**src/rtl/bp_mem_cmd_arbiter.sv**
```systemverilog
// bp_mem_cmd_arbiter: shares one BlackParrot memory port among num_req_p CCEs with per-channel round-robin and in-order response routing.
// Define BP_MEM_ARB_STATS_EN to get per-requester saturating grant counters on stats_o.
module bp_mem_cmd_arbiter_chan #(
  parameter int num_req_p = 2,
  parameter int width_p = 8,
  parameter int tag_els_p = 8
) (
  input  logic                              clk_i,
  input  logic                              reset_n_i,
  input  logic [num_req_p-1:0]              elig_i,
  input  logic [num_req_p-1:0][width_p-1:0] data_i,
  output logic [num_req_p-1:0]              yumi_o,
  output logic [width_p-1:0]                mem_o,
  output logic                              mem_v_o,
  input  logic                              mem_yumi_i,
  input  logic                              resp_v_i,
  input  logic [num_req_p-1:0]              resp_ready_i,
  output logic [num_req_p-1:0]              resp_v_o,
  output logic                              resp_ready_o
);
  localparam int id_width_lp = (num_req_p > 1) ? $clog2(num_req_p) : 1;
  localparam int ptr_width_lp = $clog2(tag_els_p);
  localparam logic [num_req_p-1:0] one_lp = 1;
  logic [id_width_lp-1:0] rr_q, lock_id_q, win, idx, head;
  logic [id_width_lp:0] sum;
  logic locked_q, any, fire, full, empty, pop;
  logic [id_width_lp-1:0] tags_q [tag_els_p];
  logic [ptr_width_lp:0] wr_q, rd_q;
  always_comb begin
    win = locked_q ? lock_id_q : rr_q;
    any = locked_q;
    sum = '0;
    idx = '0;
    for (int i = num_req_p - 1; i >= 0; i--) begin
      sum = {1'b0, rr_q} + (id_width_lp+1)'(i);
      idx = id_width_lp'(sum >= (id_width_lp+1)'(num_req_p) ? sum - (id_width_lp+1)'(num_req_p) : sum);
      if (!locked_q && elig_i[idx]) begin
        win = idx;
        any = 1'b1;
      end
    end
  end
  // wrap bit set with equal low bits means the tag FIFO holds tag_els_p entries
  assign full = (wr_q ^ rd_q) == {1'b1, {ptr_width_lp{1'b0}}};
  assign empty = wr_q == rd_q;
  assign mem_v_o = reset_n_i & any & ~full;
  assign fire = mem_v_o & mem_yumi_i;
  assign yumi_o = fire ? one_lp << win : '0;
  assign mem_o = data_i[win];
  assign head = tags_q[rd_q[ptr_width_lp-1:0]];
  assign resp_ready_o = reset_n_i & ~empty & resp_ready_i[head];
  assign resp_v_o = (reset_n_i & resp_v_i & ~empty) ? one_lp << head : '0;
  assign pop = resp_v_i & resp_ready_o;
  always_ff @(posedge clk_i or negedge reset_n_i) begin
    if (!reset_n_i) begin
      rr_q <= '0;
      lock_id_q <= '0;
      locked_q <= 1'b0;
      wr_q <= '0;
      rd_q <= '0;
    end else begin
      locked_q <= mem_v_o & ~mem_yumi_i;
      lock_id_q <= win;
      if (fire) rr_q <= (win == id_width_lp'(num_req_p - 1)) ? '0 : win + 1'b1;
      if (fire) wr_q <= wr_q + 1'b1;
      if (pop) rd_q <= rd_q + 1'b1;
    end
  end
  always_ff @(posedge clk_i)
    if (fire) tags_q[wr_q[ptr_width_lp-1:0]] <= win;
  a_resp_while_empty: assert property (@(posedge clk_i) disable iff (!reset_n_i) !(resp_v_i && empty));
endmodule

module bp_mem_cmd_arbiter #(
  parameter int num_req_p = 2,
  parameter int cmd_width_p = 8,
  parameter int data_cmd_width_p = 8,
  parameter int resp_width_p = 8,
  parameter int data_resp_width_p = 8,
  parameter int tag_els_p = 8
) (
  input  logic                                        clk_i,
  input  logic                                        reset_n_i,
  input  logic [num_req_p-1:0][cmd_width_p-1:0]       req_cmd_i,
  input  logic [num_req_p-1:0]                        req_cmd_v_i,
  output logic [num_req_p-1:0]                        req_cmd_yumi_o,
  input  logic [num_req_p-1:0][data_cmd_width_p-1:0]  req_data_cmd_i,
  input  logic [num_req_p-1:0]                        req_data_cmd_v_i,
  output logic [num_req_p-1:0]                        req_data_cmd_yumi_o,
  output logic [num_req_p-1:0][resp_width_p-1:0]      req_resp_o,
  output logic [num_req_p-1:0]                        req_resp_v_o,
  input  logic [num_req_p-1:0]                        req_resp_ready_i,
  output logic [num_req_p-1:0][data_resp_width_p-1:0] req_data_resp_o,
  output logic [num_req_p-1:0]                        req_data_resp_v_o,
  input  logic [num_req_p-1:0]                        req_data_resp_ready_i,
  output logic [cmd_width_p-1:0]                      mem_cmd_o,
  output logic                                        mem_cmd_v_o,
  input  logic                                        mem_cmd_yumi_i,
  output logic [data_cmd_width_p-1:0]                 mem_data_cmd_o,
  output logic                                        mem_data_cmd_v_o,
  input  logic                                        mem_data_cmd_yumi_i,
  input  logic [resp_width_p-1:0]                     mem_resp_i,
  input  logic                                        mem_resp_v_i,
  output logic                                        mem_resp_ready_o,
  input  logic [data_resp_width_p-1:0]                mem_data_resp_i,
  input  logic                                        mem_data_resp_v_i,
  output logic                                        mem_data_resp_ready_o,
  output logic [num_req_p-1:0][31:0]                  stats_o
);
  // a pending writeback blocks the same CCE's read so the read cannot overtake it
  logic [num_req_p-1:0] cmd_elig;
  assign cmd_elig = req_cmd_v_i & ~req_data_cmd_v_i;
  bp_mem_cmd_arbiter_chan #(.num_req_p(num_req_p), .width_p(cmd_width_p), .tag_els_p(tag_els_p)) cmd (
    .clk_i(clk_i),
    .reset_n_i(reset_n_i),
    .elig_i(cmd_elig),
    .data_i(req_cmd_i),
    .yumi_o(req_cmd_yumi_o),
    .mem_o(mem_cmd_o),
    .mem_v_o(mem_cmd_v_o),
    .mem_yumi_i(mem_cmd_yumi_i),
    .resp_v_i(mem_data_resp_v_i),
    .resp_ready_i(req_data_resp_ready_i),
    .resp_v_o(req_data_resp_v_o),
    .resp_ready_o(mem_data_resp_ready_o)
  );
  bp_mem_cmd_arbiter_chan #(.num_req_p(num_req_p), .width_p(data_cmd_width_p), .tag_els_p(tag_els_p)) data_cmd (
    .clk_i(clk_i),
    .reset_n_i(reset_n_i),
    .elig_i(req_data_cmd_v_i),
    .data_i(req_data_cmd_i),
    .yumi_o(req_data_cmd_yumi_o),
    .mem_o(mem_data_cmd_o),
    .mem_v_o(mem_data_cmd_v_o),
    .mem_yumi_i(mem_data_cmd_yumi_i),
    .resp_v_i(mem_resp_v_i),
    .resp_ready_i(req_resp_ready_i),
    .resp_v_o(req_resp_v_o),
    .resp_ready_o(mem_resp_ready_o)
  );
  assign req_resp_o = {num_req_p{mem_resp_i}};
  assign req_data_resp_o = {num_req_p{mem_data_resp_i}};
`ifdef BP_MEM_ARB_STATS_EN
  logic [num_req_p-1:0][31:0] cnt_q;
  logic [num_req_p-1:0][32:0] cnt_sum;
  always_comb
    for (int r = 0; r < num_req_p; r++)
      cnt_sum[r] = {1'b0, cnt_q[r]} + 33'(req_cmd_yumi_o[r]) + 33'(req_data_cmd_yumi_o[r]);
  always_ff @(posedge clk_i or negedge reset_n_i)
    if (!reset_n_i) cnt_q <= '0;
    else for (int r = 0; r < num_req_p; r++) cnt_q[r] <= cnt_sum[r][32] ? '1 : cnt_sum[r][31:0];
  assign stats_o = cnt_q;
`else
  assign stats_o = '0;
`endif
endmodule
```
**config.mk**
```make
export PLATFORM = sky130hd
export DESIGN_NAME = bp_mem_cmd_arbiter
export DESIGN_NICKNAME = d
export VERILOG_FILES = /design/src/rtl/bp_mem_cmd_arbiter.sv
export SDC_FILE = /design/constraint.sdc
export NUM_CORES = 1
export LEC_CHECK = 0
export BUFFER_PORTS_ARGS = -buffer_cell sky130_fd_sc_hd__buf_2
export CAP_MARGIN = 15
export CELL_PAD_IN_SITES_DETAIL_PLACEMENT = 1
export CELL_PAD_IN_SITES_GLOBAL_PLACEMENT = 1
export CORE_MARGIN = 4
export CORE_UTILIZATION = 33
export CTS_CLUSTER_SIZE = 8
export DETAILED_ROUTE_END_ITERATION = 7
export PLACE_DENSITY = 0.9
export SETUP_SLACK_MARGIN = 0.02
export SKIP_LAST_GASP = 1
export SYNTH_ARGS = -nofsm -noshare
export SYNTH_HDL_FRONTEND = slang
export SYNTH_SLANG_ARGS = --single-unit
```
**constraint.sdc**
```tcl
create_clock -name clk_i -period 5.55 [get_ports clk_i]
set_clock_uncertainty 0.05 [all_clocks]
set_input_delay 1.11 -clock clk_i [delete_from_list [all_inputs] [get_ports clk_i]]
set_output_delay 1.11 -clock clk_i [all_outputs]
set_load 0.02 [all_outputs]
```
* Yosys cells after proc, flatten, opt, wreduce, memory -nomap -nowiden
Memory sizes are Yosys's and may differ from the RTL's.
Index checks and enable logic that the tools add are counted.
** Word-level totals
- Register bits :: 22
- Memory bits (writable) :: 16
- Input bits :: 62
- Logic and storage cells :: 118
- Memories :: 2
** Memories
- cmd.tags_q :: depth 8, bits a word 1, read ports 1, clocked after memory_dff 0, wr ports 1, line 27 : logic [id_width_lp-1:0] tags_q [tag_els_p];
- data_cmd.tags_q :: depth 8, bits a word 1, read ports 1, clocked after memory_dff 0, wr ports 1, line 27
** Cells by class
- $add $sub $neg :: 12
- Magnitude comparators :: 12
- Equality and inequality tests :: 4
- Shift-type cells :: 4
- Multiplexer cells :: 40
- Bitwise operators :: 28
- Reduce and logical (&&, ||, !) cells :: 6
** Operators with widths (number)
- $mux 1 :: 32
- $mux 8 :: 4
- $and 1x1->1 :: 18
- $add 4x1->4 const B :: 4
- $lt 1x2->1 const B :: 8
- $eq 4x4->1 :: 2
- $eq 4x4->1 const B :: 2
- $mux 2 :: 4
- $shl 1x1->2 const A :: 4
- $xor 4x4->4 :: 2
- $not 1->1 :: 6
- $add 1x1->2 const B :: 2
- $ge 1x2->1 const B :: 2
- $ge 2x2->1 const B :: 2
- $logic_and 1x1->1 :: 4
- $sub 1x1->1 const B :: 4
- $add 1x1->1 const B :: 2
- $and 2x2->2 :: 1
- $logic_not 1->1 :: 2
- $not 2->2 :: 1

* Depth between registers and ports, before layout
Gate-level depths: netlist (run 1).
- Word-level depth :: 13
- Mapped depth :: 7
- Gate-level depth less buffers :: 5

* By module
Synthesis (run 1) repeated with hierarchy kept, for this count alone.
** Second synthesis, totals
- Cell total of the unflattened synthesis :: 271
- Area, all modules :: 2840.2 µm²
** By module, submodules not included
- bp_mem_cmd_arbiter_chan at data_cmd :: instances 1, cells an instance 86, area an instance 1049.8 µm²
- bp_mem_cmd_arbiter_chan at cmd :: instances 1, cells an instance 86, area an instance 1038.5 µm²
- bp_mem_cmd_arbiter :: instances 1, cells an instance 99, area an instance 752.0 µm²

* Worst setup path before layout (run 1)
OpenSTA, ideal clock, no wires.
- Path kind :: input port to output port
- Start point :: input port req_cmd_v_i[1]
- End point :: output port mem_cmd_o[0]
- Arrival :: 2479 ps
- Data required time :: 4390 ps
- Slack :: 1911 ps
- Stages on the path :: 5
- Path buffers :: 1
- Cell sequence :: nor2b_1 -> maj3_1 -> mux2i_1 -> buf_1 -> mux2_2
** Between the ends
- Word-level cells in the longest chain between the ends :: 8
** Ends and longest elaborated chain
- start: declaration :: line 85 : input logic [num_req_p-1:0] req_cmd_v_i,
- $and 2x2->2 (*) :: line 112 : assign cmd_elig = req_cmd_v_i & ~req_data_cmd_v_i;
- $mux 1 (not written as such) (2 in a row) :: line 37 : if (!locked_q && elig_i[idx]) begin
- $logic_and 1x1->1 :: line 37
- $mux 1 :: line 37
- $mux 1 (*) :: line 37
- $mux 8 (not written as such) (*) (2 in a row) :: line 49 : assign mem_o = data_i[win];
- end: declaration :: line 96 : output logic [cmd_width_p-1:0] mem_cmd_o,
Mark *: on every way between the ends. The rest lies on a longest branch, timed or not. The select of a mux whose other input is x is not followed.

* Worst setup path in the final report (run 1)
- Start point :: input port req_data_cmd_v_i[0]
- End point :: output port mem_cmd_o[7]
** Between the ends
- Word-level cells in the longest chain between the ends :: 9
** Ends and longest elaborated chain
- start: declaration :: line 88 : input logic [num_req_p-1:0] req_data_cmd_v_i,
- $not 2->2 (*) :: line 112
- $and 2x2->2 (*) :: line 112
- $mux 1 (not written as such) (2 in a row) :: line 37
- $logic_and 1x1->1 :: line 37
- $mux 1 :: line 37
- $mux 1 (*) :: line 37
- $mux 8 (not written as such) (*) (2 in a row) :: line 49
Marks and branches as above.

==> qor.yml, run 1 <==
syn-cell-area_um2: 2840
drt_iter0_markers: 55
cp-end-kind: "output pin"
fmax_mhz: 242
drive_gt1_frac: 0.344
syn_to_final_growth_pct: 3.17
postRouteAntennaNets: 0
nNetsFinal: 373
min_from: "data_cmd.wr_q[3]$_DFFE_PN0P_"
grtUsageTotal: 0.114
rsz0062_at_grt: "false"
postCtsSetupRepairBufs: 0
hpwl_um: 4750
initial_utilization: 0.342
cts_root_buf: "clkbuf_8"
antenna_found_initial: 0
ys_top_cells_by_count: "96 x buf_4, 22 x dfrtp_1, 18 x mux2_2"
synth_edf_count: 16
dieHeight_um: 101
numPortBuffers: 73
ys_seq_area_frac: 0.363
met1_usage: 0.138
tightestPinTransition_ps: 909
drcViolationCount: 0
drt-total-wl_um: 5780
hold_viol_final: 0
p_per_area_nw_per_um2: 467
grt_max_degree: 21
grt.busiest_layer: "met2"
cts.htree.levels: 2
rr_startpoint: "cmd.rd_q[0]$_DFFE_PN0P_"
path_clk_slew_ps: 70
yosysWarnings: 0
slew_viol_final: 0
drtPass1Iterations: 4
hold_class: "register to register"
ys_async_sr_fraction: 0.579
synthTopCellsByArea: "buf_4 25%, dfrtp_1 19%, edfxtp_1 17%"
row_count: 33
setup_viol: 0
clock-sinks: 38
grt-ovfl-total: 0
r2r_slack_ps: 3110
rr_worst_depth: 5
critPathKind: "primary input to output pin"
gp_congestion: 0.756
period_share: 0.744
synth_top_area_cell: "buf_4"
p_leak_uw: 0.00140
grt_first_pass_wirelength_um: 9110
crit_start: "req_data_cmd_v_i[0]"
fillers: 972
reg2reg_to: "cmd.rd_q[1]$_DFFE_PN0P_"
ys_seq_elements: 38
cts_hold_buf: 0
antennaDiodeCount: 0
cts_made_buffers: 5
cts_tree: "done"
clock_latency_ps: 290
grtUsageMet2: 0.197
synth_top_area_frac: 0.254
grt_pass1_vias: 1907
crit_required_ps: 4390
whs_endpoint: "data_cmd.wr_q[3]$_DFFE_PN0P_"
synth_cells: 271
dieArea_um2: 10100
grt_use_met3: 0.0291
cts_buffer_depth: 2
avgSynthCellArea_um2: 10.5
path_max_fanout: 11
fin_crit_ps: 4130
viasPerCell: 4.32
via_count: 1784
core-area_um2: 8300
drv_cap: 0
cp-start-kind: "primary input"
total_power_uw: 1370
die_w_um: 101
outcome: "finished, final reports clean"
synth.most_common_cell: "buf_4"
post_drt_wl_per_cell_um: 14.0
ioPinCount: 186
setup-tns-final_ps: 0
peakVddDrop_v: 0.000135
yosysUniqueCellTypes: 39
cts-resized-gates: 0
synth_flop_cell: "dfrtp_1"
relSlewSlack: 0.377
holdPathStages: 1
critical_path_arrival_ps: 2970
[report_power, final]
group          leakage [uW]  internal [uW]  switching (uW)
Clock             0.0000658            178             101
Sequential         0.000411            387             131
Combinational      0.000923            261             309
[cell families after synthesis]
kind of cell | synth area share
buffers and inverters | 0.285
and+or+nand+nor | 0.113
DFF | 0.363
muxes | 0.135
xor gates and xnor gates | 0.0617
adders and majority gates | 0.0247
AOI/OAI and AO/OA | 0.0154
other | 0.00132
[routing by layer]
metal / routed length, um / part of all wire / vias to the layer above
met5: 0 / 0 / -
met4: 78 / 0.013 / 0
met3: 512 / 0.089 / 10
met2: 2890 / 0.50 / 106
met1: 2300 / 0.40 / 843
li1: - / - / 825
[flip-flops by register name, summed over array words and instances, names as in the netlist]
register and count:
cmd.tags_q 8, data_cmd.tags_q 8, cmd.rd_q 4, cmd.wr_q 4, data_cmd.rd_q 4, data_cmd.wr_q 4
cmd.lock_id_q 1, cmd.locked_q 1, cmd.rr_q 1, data_cmd.lock_id_q 1, data_cmd.locked_q 1, data_cmd.rr_q 1
[worst max-delay path by stage]
stage                   endpoint  slack, ps  cells after the start
global placement    mem_cmd_o[0]       1500                      6
CTS                 mem_cmd_o[7]       1380                      6
detailed placement  mem_cmd_o[7]       1380                      6
global route        mem_cmd_o[4]       1290                      6
floorplan           mem_cmd_o[0]       1910                      5
finish              mem_cmd_o[7]       1420                      6
[worst max-delay path, cell delays in order]
cell and delay (ps):
buf_2 120, nand2b_1 150, maj3_1 320, mux2i_1 690, mux2_2 410, buf_2 160
[placed cells by master (no fill, tap or decap), types with 2 or more instances in the layout]
| cell | count |
|---|---|
| a21o_1 | 2 |
| and3_1 | 3 |
| buf_2 | 73 |
| bufinv_16 | 2 |
| clkbuf_8 | 5 |
| conb_1 | 64 |
| dfrtp_1 | 22 |
| edfxtp_1 | 16 |
| ha_1 | 4 |
| inv_1 | 7 |
| maj3_1 | 2 |
| mux2_2 | 18 |
| mux2i_1 | 5 |
| mux4_2 | 4 |
| nand2_1 | 5 |
| nand3_1 | 5 |
| nor2_1 | 7 |
| nor2b_1 | 6 |
| nor3_1 | 9 |
| nor3b_1 | 4 |
| nor4_1 | 5 |
| nor4b_1 | 4 |
| o31ai_1 | 2 |
| or2_1 | 2 |
| xnor2_1 | 11 |
| xor2_1 | 9 |
[cell type report]
class	instances	area, um2	area share
Inverter	7	26.3	0.00897
Sequential cell	38	1030	0.352
Tap cell	105	131	0.0449
Timing Repair Buffer	74	373	0.127
Clock inverter	3	63.8	0.0218
Multi-Input combinational cell	181	1230	0.421
Clock buffer	5	68.8	0.0235
[per-stage QoR]
step           hold slack [ps]   util  instances  instance area, um2  worst slack, ps
4_1_cts                    441  0.353        413                2930             1380
3_3_place_gp               425  0.337        405                2800             1500
5_1_grt                    451  0.353        413                2930             1290
3_5_place_dp               429  0.337        405                2800             1380
6_report                   436  0.353        413                2930             1420
2_1_floorplan              404      -        334                3070             1910
Power figures use the tool's default switching activity.
==> run 2, diff against run 1 <==
CORE_UTILIZATION = 30   (was 33)
PLACE_DENSITY = 0.83   (was 0.9)
clock period = 4.28 ns   (was 5.55 ns; I/O delays follow)
==> qor.yml, run 2 (synthesized netlist as in run 1, its figures left out) <==
setup_viol: 0  # unchanged
rr_startpoint: "cmd.rd_q[0]$_DFFE_PN0P_"
numPortBuffers: 73  # unchanged
fin_crit_ps: 3230
layout_commonest_cell: "buf_2"
path_common_cell: "mux2i_1"
ioPinCount: 186  # unchanged
power_frac_comb: 0.450  # +0.033
antenna_found_initial: 0  # unchanged
peakVddDrop_v: 0.000205  # +51%
clock_power_share: 0.151  # -0.053
syn_to_final_growth_pct: 3.31
clock-sinks: 38  # unchanged
drcViolationCount: 0  # unchanged
cts_buffer_depth: 2  # unchanged
p_int_uw: 978  # +18%
critPathSlowestCell: "mux4_2"
cts-resized-gates: 0  # unchanged
hpwl_um: 4620  # -2.7%
tightestPinTransition_ps: 651  # -258 ps
crit_required_ps: 3370  # -1020 ps
r2r_slack_ps: 1800  # -1310 ps
drt-total-wl_um: 5590  # -3.4%
fmax_mhz: 309
hold_viol_final: 0  # unchanged
whs_endpoint: "data_cmd.wr_q[3]$_DFFE_PN0P_"
grt_first_pass_wirelength_um: 8980  # -1.4%
path_clk_slew_ps: 70  # about the same
drv_cap: 0  # unchanged
postCtsSetupRepairBufs: 0  # unchanged
postRouteAntennaNets: 0  # unchanged
min_from: "data_cmd.wr_q[3]$_DFFE_PN0P_"
period_share: 0.756
cp_slowest_stage_delay_ps: 540  # -150 ps
cts_made_buffers: 5  # unchanged
path_cells: "mux4_2 > mux2i_1 > mux2i_1 > nor2_1 > buf_2"
grt-ovfl-total: 0  # unchanged
reg2reg_to: "cmd.rd_q[1]$_DFFE_PN0P_"
antennaDiodeCount: 0  # unchanged
core-area_um2: 9240  # +11%
slew_viol_final: 0  # unchanged
setup-tns-final_ps: 0  # unchanged
holdPathStages: 1  # unchanged
hold_class: "register to register"
rsz0062_at_grt: "false"
p_sw_frac: 0.414  # +0.0179
rr_worst_depth: 5  # unchanged
grt_pass1_vias: 1827  # -4.2%
drtPass1Iterations: 3  # -1
seqPwrFrac: 0.399  # +0.021
critical_path_arrival_ps: 2330  # -640 ps
switching_power_uw: 691  # +28%
cp-start-kind: "register"
p_leak_uw: 0.00139  # -0.58%
relSlewSlack: 0.560  # +0.183
grtUsageTotal: 0.102  # -0.0117
post_drt_wl_per_cell_um: 12.7  # -9.1%
critPathKind: "register to output pin"
drt_iter0_markers: 65  # +18%
viasPerCell: 3.98  # -7.9%
cts.htree.levels: 2  # unchanged
clock_latency_ps: 290  # about the same
cp-end-kind: "output pin"
dieHeight_um: 105  # +4.5%
drive_gt1_frac: 0.348  # +0.00423
dieArea_um2: 11100  # +9.2%
via_count: 1747  # -2.1%
p_per_area_nw_per_um2: 569  # +22%
timing.hold.ws_ps: 438  # +2.14 ps
cts_root_buf: "clkbuf_8"
nNetsFinal: 375  # +0.54%
grt_max_degree: 27  # +29%
row_count: 35  # +6.1%
gp_congestion: 0.706  # -6.5%
initial_utilization: 0.307  # -0.0348
outcome: "finished, final reports clean"
path_max_fanout: 6  # -5
final_cell_mix: "73 x buf_2, 64 x conb_1, 22 x dfrtp_1"
die_w_um: 105  # +4.5%
cts_hold_buf: 0  # unchanged
cts_tree: "done"
-- run 2: cell count changes in the layout (fill, tap and decap cells not counted), sizes merged --
cell,before,now
buf,74,76
bufinv,2,0
clkbuf,5,7
-- run 2: worst max-delay path: cells and delay by family (launching register included) --
kind | cells | cell delay [ps]
DFF | 1 | 510
and+or+nand+nor | 1 | 70
buffers and inverters | 1 | 170
muxes | 3 | 1280
-- run 2: how the worst max path moves through the flow --
stage / slack, ps / endpoint / cells after the start / from
floorplan: 1150 / mem_cmd_o[0] / 5 / req_cmd_v_i[1]
global placement: 1110 / req_cmd_yumi_o[0] / 6 / req_data_cmd_v_i[1]
detailed placement: 1090 / mem_cmd_o[7] / 7 / req_data_cmd_v_i[0]
CTS: 980 / mem_data_resp_ready_o / 5 / cmd.rd_q[0]$_DFFE_PN0P_
global route: 840 / mem_data_resp_ready_o / 5 / cmd.rd_q[0]$_DFFE_PN0P_
finish: 1050 / mem_data_resp_ready_o / 5 / cmd.rd_q[0]$_DFFE_PN0P_
-- run 2: final cells by class --
class / count / area, um2
Clock buffer: 7 / 86.3
Tap cell: 129 / 161
Multi-Input combinational cell: 181 / 1230
Fill cell: 1093 / 6310
Inverter: 7 / 26.3
Timing Repair Buffer: 76 / 388
Sequential cell: 38 / 1030
Clock inverter: 1 / 5.00
-- run 2: power groups by stage --
stage                     clock network [uW]  logic, uW  registers, uW
after CTS                                263        767            670
after global placement                     0        724            671
after floorplan                            0        767            570
after global routing                     278        834            694
after detailed placement                   0        762            675
final                                    251        751            666
-- run 2: through the flow --
stage | instance area (um2) | instances | utilization | total power (uW) | setup slack (ps)
after detailed placement | 2840 | 431 | 0.307 | 1440 | 1090
after floorplan | 3070 | 334 | - | 1340 | 1150
final | 2930 | 439 | 0.317 | 1670 | 1050
after global placement | 2840 | 431 | 0.307 | 1390 | 1110
after global routing | 2930 | 439 | 0.317 | 1810 | 840
after CTS | 2930 | 439 | 0.317 | 1700 | 977
-- run 2: per-layer routing --
layer / up-vias / wire, um / share of wire / GRT usage
li1: 831 / - / - / -
met1: 810 / 2330 / 0.42 / 0.128
met2: 96 / 2690 / 0.48 / 0.164
met3: 10 / 453 / 0.081 / 0.0288
met4: 0 / 114 / 0.020 / 0.0469
met5: - / 0 / 0 / 0
